### src/rtl/fwft_pixel_unpacker_if.sv
// Bundles the FWFT FIFO read port and the pixel stream of the unpacker.
// master: the unpacker (pops the FIFO, drives the pixel stream).
// slave:  the environment (FIFO head word and the pixel sink).
interface fwft_pixel_unpacker_if #(
  parameter int RWIDTH = 32,
  parameter int PIX_W  = 16
);
  logic              fifo_empty;
  logic [RWIDTH-1:0] fifo_dout;
  logic              fifo_rd_en;
  logic [PIX_W-1:0]  pix_data;
  logic              pix_valid;
  logic              pix_ready;
  logic              pix_sof;
  logic              pix_eol;
  logic              pix_eof;
  logic [15:0]       col_cnt;
  logic [15:0]       line_cnt;

  modport master (
    input  fifo_empty, fifo_dout, pix_ready,
    output fifo_rd_en, pix_data, pix_valid, pix_sof, pix_eol, pix_eof,
           col_cnt, line_cnt
  );

  modport slave (
    output fifo_empty, fifo_dout, pix_ready,
    input  fifo_rd_en, pix_data, pix_valid, pix_sof, pix_eol, pix_eof,
           col_cnt, line_cnt
  );
endinterface

### src/rtl/fwft_pixel_unpacker.sv
// Pops words from an FWFT FIFO, splits them into pixels and streams them
// out with frame position markers; flags FIFO underrun inside a frame.
//
// state | meaning
// IDLE  | not popping; waiting for en
// RUN   | popping and streaming
// DRAIN | en dropped; finishing the held word without popping
module fwft_pixel_unpacker #(
  parameter int RWIDTH    = 32,
  parameter int PIX_W     = 16,
  parameter int H_ACTIVE  = 640,
  parameter int V_ACTIVE  = 480,
  parameter bit LSB_FIRST = 1'b1
) (
  input  logic                  rd_clk,
  input  logic                  aresetn_rclk,
  input  logic                  en,
  input  logic                  clr_err,
  output logic                  frame_done,
  output logic                  underrun,
  fwft_pixel_unpacker_if.master bus
);
  localparam int PPW   = RWIDTH / PIX_W;
  localparam int SUB_W = (PPW > 1) ? $clog2(PPW) : 1;
  localparam logic [SUB_W-1:0] SUB_LAST = SUB_W'(PPW - 1);
  localparam logic [15:0] COL_LAST  = 16'(H_ACTIVE - 1);
  localparam logic [15:0] LINE_LAST = 16'(V_ACTIVE - 1);

  typedef enum logic [1:0] {IDLE, RUN, DRAIN} state_t;

  state_t            state, state_nxt;
  logic [RWIDTH-1:0] wbuf;
  logic              wvalid;
  logic [SUB_W-1:0]  sub;
  logic [15:0]       col_cnt, line_cnt;
  logic [PIX_W-1:0]  pix_sel;
  logic              xfer, last_sub, pop, col_last, line_last, set_under;

  assign xfer      = wvalid & bus.pix_ready;
  assign last_sub  = (sub == SUB_LAST);
  assign col_last  = (col_cnt == COL_LAST);
  assign line_last = (line_cnt == LINE_LAST);
  assign pop       = (state == RUN) & en & ~bus.fifo_empty &
                     (~wvalid | (xfer & last_sub));
  assign set_under = (state == RUN) & ~wvalid & bus.fifo_empty & bus.pix_ready &
                     ((col_cnt != 16'd0) | (line_cnt != 16'd0));

  // State register.
  always_ff @(posedge rd_clk or negedge aresetn_rclk) begin
    if (!aresetn_rclk) state <= IDLE;
    else               state <= state_nxt;
  end

  // Next-state logic; DRAIN also leaves if the word is already gone.
  always_comb begin
    state_nxt = state;
    case (state)
      IDLE:    if (en) state_nxt = RUN;
      RUN:     if (!en) state_nxt = wvalid ? DRAIN : IDLE;
      DRAIN:   if (!wvalid || (xfer && last_sub)) state_nxt = IDLE;
      default: state_nxt = IDLE;
    endcase
  end

  // Held word and sub-pixel index; a pop restarts at sub-pixel 0.
  always_ff @(posedge rd_clk or negedge aresetn_rclk) begin
    if (!aresetn_rclk) begin
      wbuf   <= '0;
      wvalid <= 1'b0;
      sub    <= '0;
    end else if (pop) begin
      wbuf   <= bus.fifo_dout;
      wvalid <= 1'b1;
      sub    <= '0;
    end else if (xfer) begin
      if (!last_sub) sub    <= sub + SUB_W'(1);
      else           wvalid <= 1'b0;
    end
  end

  // Select the current sub-pixel in the configured order.
  always_comb begin
    pix_sel = '0;
    for (int i = 0; i < PPW; i++) begin
      if (sub == SUB_W'(i))
        pix_sel = LSB_FIRST ? wbuf[i*PIX_W +: PIX_W] : wbuf[(PPW-1-i)*PIX_W +: PIX_W];
    end
  end

  // Column/line position of the current pixel; words may straddle lines.
  always_ff @(posedge rd_clk or negedge aresetn_rclk) begin
    if (!aresetn_rclk) begin
      col_cnt  <= 16'd0;
      line_cnt <= 16'd0;
    end else if (xfer) begin
      if (col_last) begin
        col_cnt  <= 16'd0;
        line_cnt <= line_last ? 16'd0 : line_cnt + 16'd1;
      end else begin
        col_cnt <= col_cnt + 16'd1;
      end
    end
  end

  // One-cycle pulse after the last pixel of the frame transfers.
  always_ff @(posedge rd_clk or negedge aresetn_rclk) begin
    if (!aresetn_rclk) frame_done <= 1'b0;
    else               frame_done <= xfer & col_last & line_last;
  end

  // Sticky underrun; a new underrun outranks a clear in the same cycle.
  always_ff @(posedge rd_clk or negedge aresetn_rclk) begin
    if (!aresetn_rclk)  underrun <= 1'b0;
    else if (set_under) underrun <= 1'b1;
    else if (clr_err)   underrun <= 1'b0;
  end

  // Markers are gated with valid so they read 0 whenever no pixel is held.
  assign bus.fifo_rd_en = pop;
  assign bus.pix_valid  = wvalid;
  assign bus.pix_data   = pix_sel;
  assign bus.pix_sof    = wvalid & (col_cnt == 16'd0) & (line_cnt == 16'd0);
  assign bus.pix_eol    = wvalid & col_last;
  assign bus.pix_eof    = wvalid & col_last & line_last;
  assign bus.col_cnt    = col_cnt;
  assign bus.line_cnt   = line_cnt;
endmodule
### src/flat_wrapper.sv
// flat-port wrapper written by rule: the top's interface ports become plain ports
module fwft_pixel_unpacker_flat 
#(
  parameter int RWIDTH    = 32,
  parameter int PIX_W     = 16,
  parameter int H_ACTIVE  = 640,
  parameter int V_ACTIVE  = 480,
  parameter bit LSB_FIRST = 1'b1
)
  (rd_clk, aresetn_rclk, en, clr_err, frame_done, underrun, bus_fifo_empty, bus_fifo_dout, bus_pix_ready, bus_fifo_rd_en, bus_pix_data, bus_pix_valid, bus_pix_sof, bus_pix_eol, bus_pix_eof, bus_col_cnt, bus_line_cnt);
  fwft_pixel_unpacker_if #(.RWIDTH(RWIDTH), .PIX_W(PIX_W)) bus_i ();
  input  logic rd_clk;
  input  logic aresetn_rclk;
  input  logic en;
  input  logic clr_err;
  output logic frame_done;
  output logic underrun;
  input wire logic [$bits(bus_i.fifo_empty)-1:0] bus_fifo_empty;
  input wire logic [$bits(bus_i.fifo_dout)-1:0] bus_fifo_dout;
  input wire logic [$bits(bus_i.pix_ready)-1:0] bus_pix_ready;
  output wire logic [$bits(bus_i.fifo_rd_en)-1:0] bus_fifo_rd_en;
  output wire logic [$bits(bus_i.pix_data)-1:0] bus_pix_data;
  output wire logic [$bits(bus_i.pix_valid)-1:0] bus_pix_valid;
  output wire logic [$bits(bus_i.pix_sof)-1:0] bus_pix_sof;
  output wire logic [$bits(bus_i.pix_eol)-1:0] bus_pix_eol;
  output wire logic [$bits(bus_i.pix_eof)-1:0] bus_pix_eof;
  output wire logic [$bits(bus_i.col_cnt)-1:0] bus_col_cnt;
  output wire logic [$bits(bus_i.line_cnt)-1:0] bus_line_cnt;
  assign bus_i.fifo_empty = bus_fifo_empty;
  assign bus_i.fifo_dout = bus_fifo_dout;
  assign bus_i.pix_ready = bus_pix_ready;
  assign bus_fifo_rd_en = bus_i.fifo_rd_en;
  assign bus_pix_data = bus_i.pix_data;
  assign bus_pix_valid = bus_i.pix_valid;
  assign bus_pix_sof = bus_i.pix_sof;
  assign bus_pix_eol = bus_i.pix_eol;
  assign bus_pix_eof = bus_i.pix_eof;
  assign bus_col_cnt = bus_i.col_cnt;
  assign bus_line_cnt = bus_i.line_cnt;
  fwft_pixel_unpacker #(.RWIDTH(RWIDTH), .PIX_W(PIX_W), .H_ACTIVE(H_ACTIVE), .V_ACTIVE(V_ACTIVE), .LSB_FIRST(LSB_FIRST)) u_core (.rd_clk(rd_clk), .aresetn_rclk(aresetn_rclk), .en(en), .clr_err(clr_err), .frame_done(frame_done), .underrun(underrun), .bus(bus_i));
endmodule
### config.mk
export PLATFORM = sky130hd
export DESIGN_NAME = fwft_pixel_unpacker_flat
export DESIGN_NICKNAME = d
export VERILOG_FILES = /design/src/rtl/fwft_pixel_unpacker_if.sv /design/src/rtl/fwft_pixel_unpacker.sv /design/src/flat_wrapper.sv
export SDC_FILE = /design/constraint.sdc
export NUM_CORES = 1
export LEC_CHECK = 0
export ABC_AREA = 1
export BUFFER_PORTS_ARGS = -buffer_cell sky130_fd_sc_hd__clkbuf_2
export CELL_PAD_IN_SITES_DETAIL_PLACEMENT = 1
export CELL_PAD_IN_SITES_GLOBAL_PLACEMENT = 2
export CORE_MARGIN = 3
export CORE_UTILIZATION = 30
export DETAILED_ROUTE_END_ITERATION = 16
export GPL_TIMING_DRIVEN = 0
export PLACE_DENSITY_LB_ADDON = 0.1
export SLEW_MARGIN = 20
export SYNTH_ARGS = -nofsm -noshare
export SYNTH_HDL_FRONTEND = slang
export SYNTH_SLANG_ARGS = --single-unit
### constraint.sdc
create_clock -name rd_clk -period 1.97 [get_ports rd_clk]
set_input_delay 0.0985 -clock rd_clk [delete_from_list [all_inputs] [get_ports rd_clk]]
set_output_delay 0.0985 -clock rd_clk [all_outputs]
set_load 0.005 [all_outputs]
==> impl_metrics.env <==
export IMPL_synth_top_cells_by_count="nand2_1 (251), dfrtp_1 (70), nor2_1 (54)"
export IMPL_clockPowerShare_pct=34.8
export IMPL_fillCellCount=1605
export IMPL_fp_dieArea_mm2=0.0144
export IMPL_dpl_hpwl_um=8810
export IMPL_grt_pass1_vias=4109
export IMPL_slew_headroom_pct=62.4
export IMPL_dp_cells=800
export IMPL_syn_area_per_cell_um2=7.21
export IMPL_comb_power_share_pct=26.3
export IMPL_synth_cells=539
export IMPL_status="finished, final reports clean"
export IMPL_clockBufferDepth=2
export IMPL_setup_slack_ps=152
export IMPL_drc_errors=0
export IMPL_final_hold_viol_count=0
export IMPL_via_count=3882
export IMPL_grt_max_degree=38
export IMPL_place_area_mm2=0.00458
export IMPL_synth_seq_cells=70
export IMPL_multiInputGateArea_mm2=0.00187
export IMPL_track_usage_pct=18.2
export IMPL_rsz0062_at_grt="no"
export IMPL_grt_pass1_wl_um=20600
export IMPL_power_uw=5370
export IMPL_fin_nets=720
export IMPL_period_share_pct=92.3
export IMPL_startpoint_type="flip-flop"
export IMPL_power_frac_seq_pct=38.8
export IMPL_synth_edf_count=0
export IMPL_skew_ps=4.57
export IMPL_overflow=0
export IMPL_dr_pass1_iters=4
export IMPL_io_pins=93
export IMPL_core_area_mm2=0.0124
export IMPL_num_antenna_cells=0
export IMPL_drv_slew=0
export IMPL_routedWlPerCell_um=14.2
export IMPL_synth_nets=581
export IMPL_worstSkewPairLatency_ps=340
export IMPL_initial_core_util_pct=31.5
export IMPL_die_h_um=120
export IMPL_ys_top_cells_by_area="dfrtp_1 (45%), nand2_1 (24%), nor2_1 (5.2%), inv_1 (4.9%), nand3_1 (3.1%)"
export IMPL_cts_sinks=70
export IMPL_stdcell_area_mm2=0.00529
export IMPL_cap_violations=0
export IMPL_gp_congestion=0.789
export IMPL_final_setup_viol_count=0
export IMPL_path_max_fanout=7
export IMPL_vias_per_cell=4.56
export IMPL_swShare_pct=32.4
export IMPL_yosys_area_top_type="dfrtp_1"
export IMPL_post_place_ws_ps=246
export IMPL_p_leak_uw=0.00282
export IMPL_cp_arrival_ps=1720
export IMPL_area_growth_syn_to_layout_pct=36.1
export IMPL_syn_area_mm2=0.00389
export IMPL_htreeDepth=3
export IMPL_synth_cell_type_count=32
export IMPL_cts_root_buf="clkbuf_16"
export IMPL_seq_area_mm2=0.00175
export IMPL_yosys_warnings=0
export IMPL_synthFlopType="dfrtp_1"
export IMPL_rows=40
export IMPL_endpoint_kind="output port"
export IMPL_yosysSeqAreaShare_pct=45.0
export IMPL_clk_pin_slew_ps=60
export IMPL_fin_crit_ps=1820
export IMPL_port_buffers=92
export IMPL_die_w_um=120
export IMPL_final_antenna_net_count=0
export IMPL_path_class="flip-flop to output port"
export IMPL_crit_required_ps=1870
export IMPL_worst_pin_slew_ps=563
export IMPL_cts_buffers=9
export IMPL_hold_class="input pin to flip-flop"
export IMPL_instances_no_fill=851
export IMPL_drive_above_1_share_pct=22.4
export IMPL_power_density_mw_per_mm2=1010
export IMPL_fin_setup_tns_ps=0
export IMPL_synth_most_common_cell="nand2_1"
export IMPL_cts_tree="built"
export IMPL_antenna_found_initial=0
export IMPL_async_reset_ff_share_pct=100
export IMPL_max_freq_mhz=550
export IMPL_vdd_ir_drop_max_mv=0.555
export IMPL_drt_total_wl_um=12100
export IMPL_switching_power_uw=1740
export IMPL_synth_top_area_share_pct=45.0
export IMPL_power_internal_uw=3630
export IMPL_drt_iter0_markers=124
-- cells by family (layout without fill, tap and decap cells) --
logic type	count (synthesis)	in the layout	share of synthesized area, %
AO/OA/AOI/OAI	19	19	2.77
adder cells (fa/ha/maj)	4	4	1.29
XOR/XNOR	9	9	2.03
flip-flops	70	70	45.0
buffers and inverters	65	209	7.24
AND/OR/NAND/NOR	372	372	41.6
-- cell usage in the layout (no fill, tap or decap), drive strengths merged --
cell / count
o21bai: 1
o21ai: 14
nand4: 13
ha: 4
nand2: 257
buf: 10
xnor2: 5
xor2: 4
or2: 1
o31ai: 1
nand3: 28
dfrtp: 70
a21oi: 3
clkbuf: 105
and2: 1
nor2: 64
bufinv: 2
dlygate4sd3: 35
inv: 55
nor3: 7
clkinv: 2
nand3b: 1
-- state kept, by name, indices dropped and copies added (netlist names) --
register              cells
u_core.wbuf              32
u_core.bus.col_cnt       16
u_core.bus.line_cnt      16
u_core.state              2
u_core.bus.pix_valid      1
u_core.frame_done         1
u_core.last_sub           1
u_core.underrun           1
-- worst max-delay path, stage by stage, from the launching register on --
cell and delay, ps:
dfrtp_1 450, nor2_1 240, nand4_1 170, nor2_1 180, nand2_1 120, nor2_1 100, clkbuf_2 120
-- through the flow --
| stage | util [%] | hold WS [ps] |
|---|---|---|
| after global routing | 42.8 | 171 |
| after global placement | 36.9 | 293 |
| after CTS | 42.7 | 148 |
| after floorplan | - | -197 |
| after detailed placement | 37.1 | 132 |
| final | 42.8 | 155 |
-- path summary, 6_finish.rpt --
kind	end	startpoint	slack (ps)	depth (start not counted)
worst max register to register	u_core.bus.line_cnt[0]	u_core.bus.line_cnt[1]	210	9
min in group asynchronous	u_core.bus.col_cnt[13]	aresetn_rclk	290	2
worst min register to register	u_core.state[0]	u_core.state[1]	470	1
worst min-delay path	u_core.underrun	bus_fifo_empty	160	5
worst max-delay path	bus_pix_sof	u_core.bus.line_cnt[13]	150	6
max in group asynchronous	u_core.bus.line_cnt[0]	aresetn_rclk	1090	3
-- metal layers --
metal,vias up,part of all wire [%],GRT usage (%)
li1,1941,-,-
met1,1858,47,23.7
met2,68,48,29.8
met3,15,3.9,4.43
met4,0,1.6,5.58
met5,-,0,0
-- power groups by stage --
| stage | clock network (uW) | logic, uW | registers [uW] |
|---|---|---|---|
| after floorplan | 0 | 813 | 2050 |
| after global placement | 0 | 1360 | 2100 |
| after detailed placement | 0 | 1400 | 2110 |
| after CTS | 1930 | 1460 | 2090 |
| after global routing | 2000 | 1660 | 2150 |
| final | 1870 | 1410 | 2080 |
-- area by class of cell --
type,count,area share (%)
Multi-Input combinational cell,404,35.3
Tap cell,168,3.97
Buffer,9,1.30
Inverter,55,3.95
Timing Repair Buffer,129,15.9
Clock inverter,4,1.47
Clock buffer,12,5.03
Sequential cell,70,33.1
-- what timing repair did --
| action | in CTS | in global routing |
|---|---|---|
| setup endpoints to repair | 11 | 2 |
| buffers inserted | 1 | 0 |
| gates resized for setup | 0 | 6 |
| hold buffers | 35 | 0 |
| endpoints found under the hold margin | 67 | 0 |
Power figures use the tool's default switching activity.
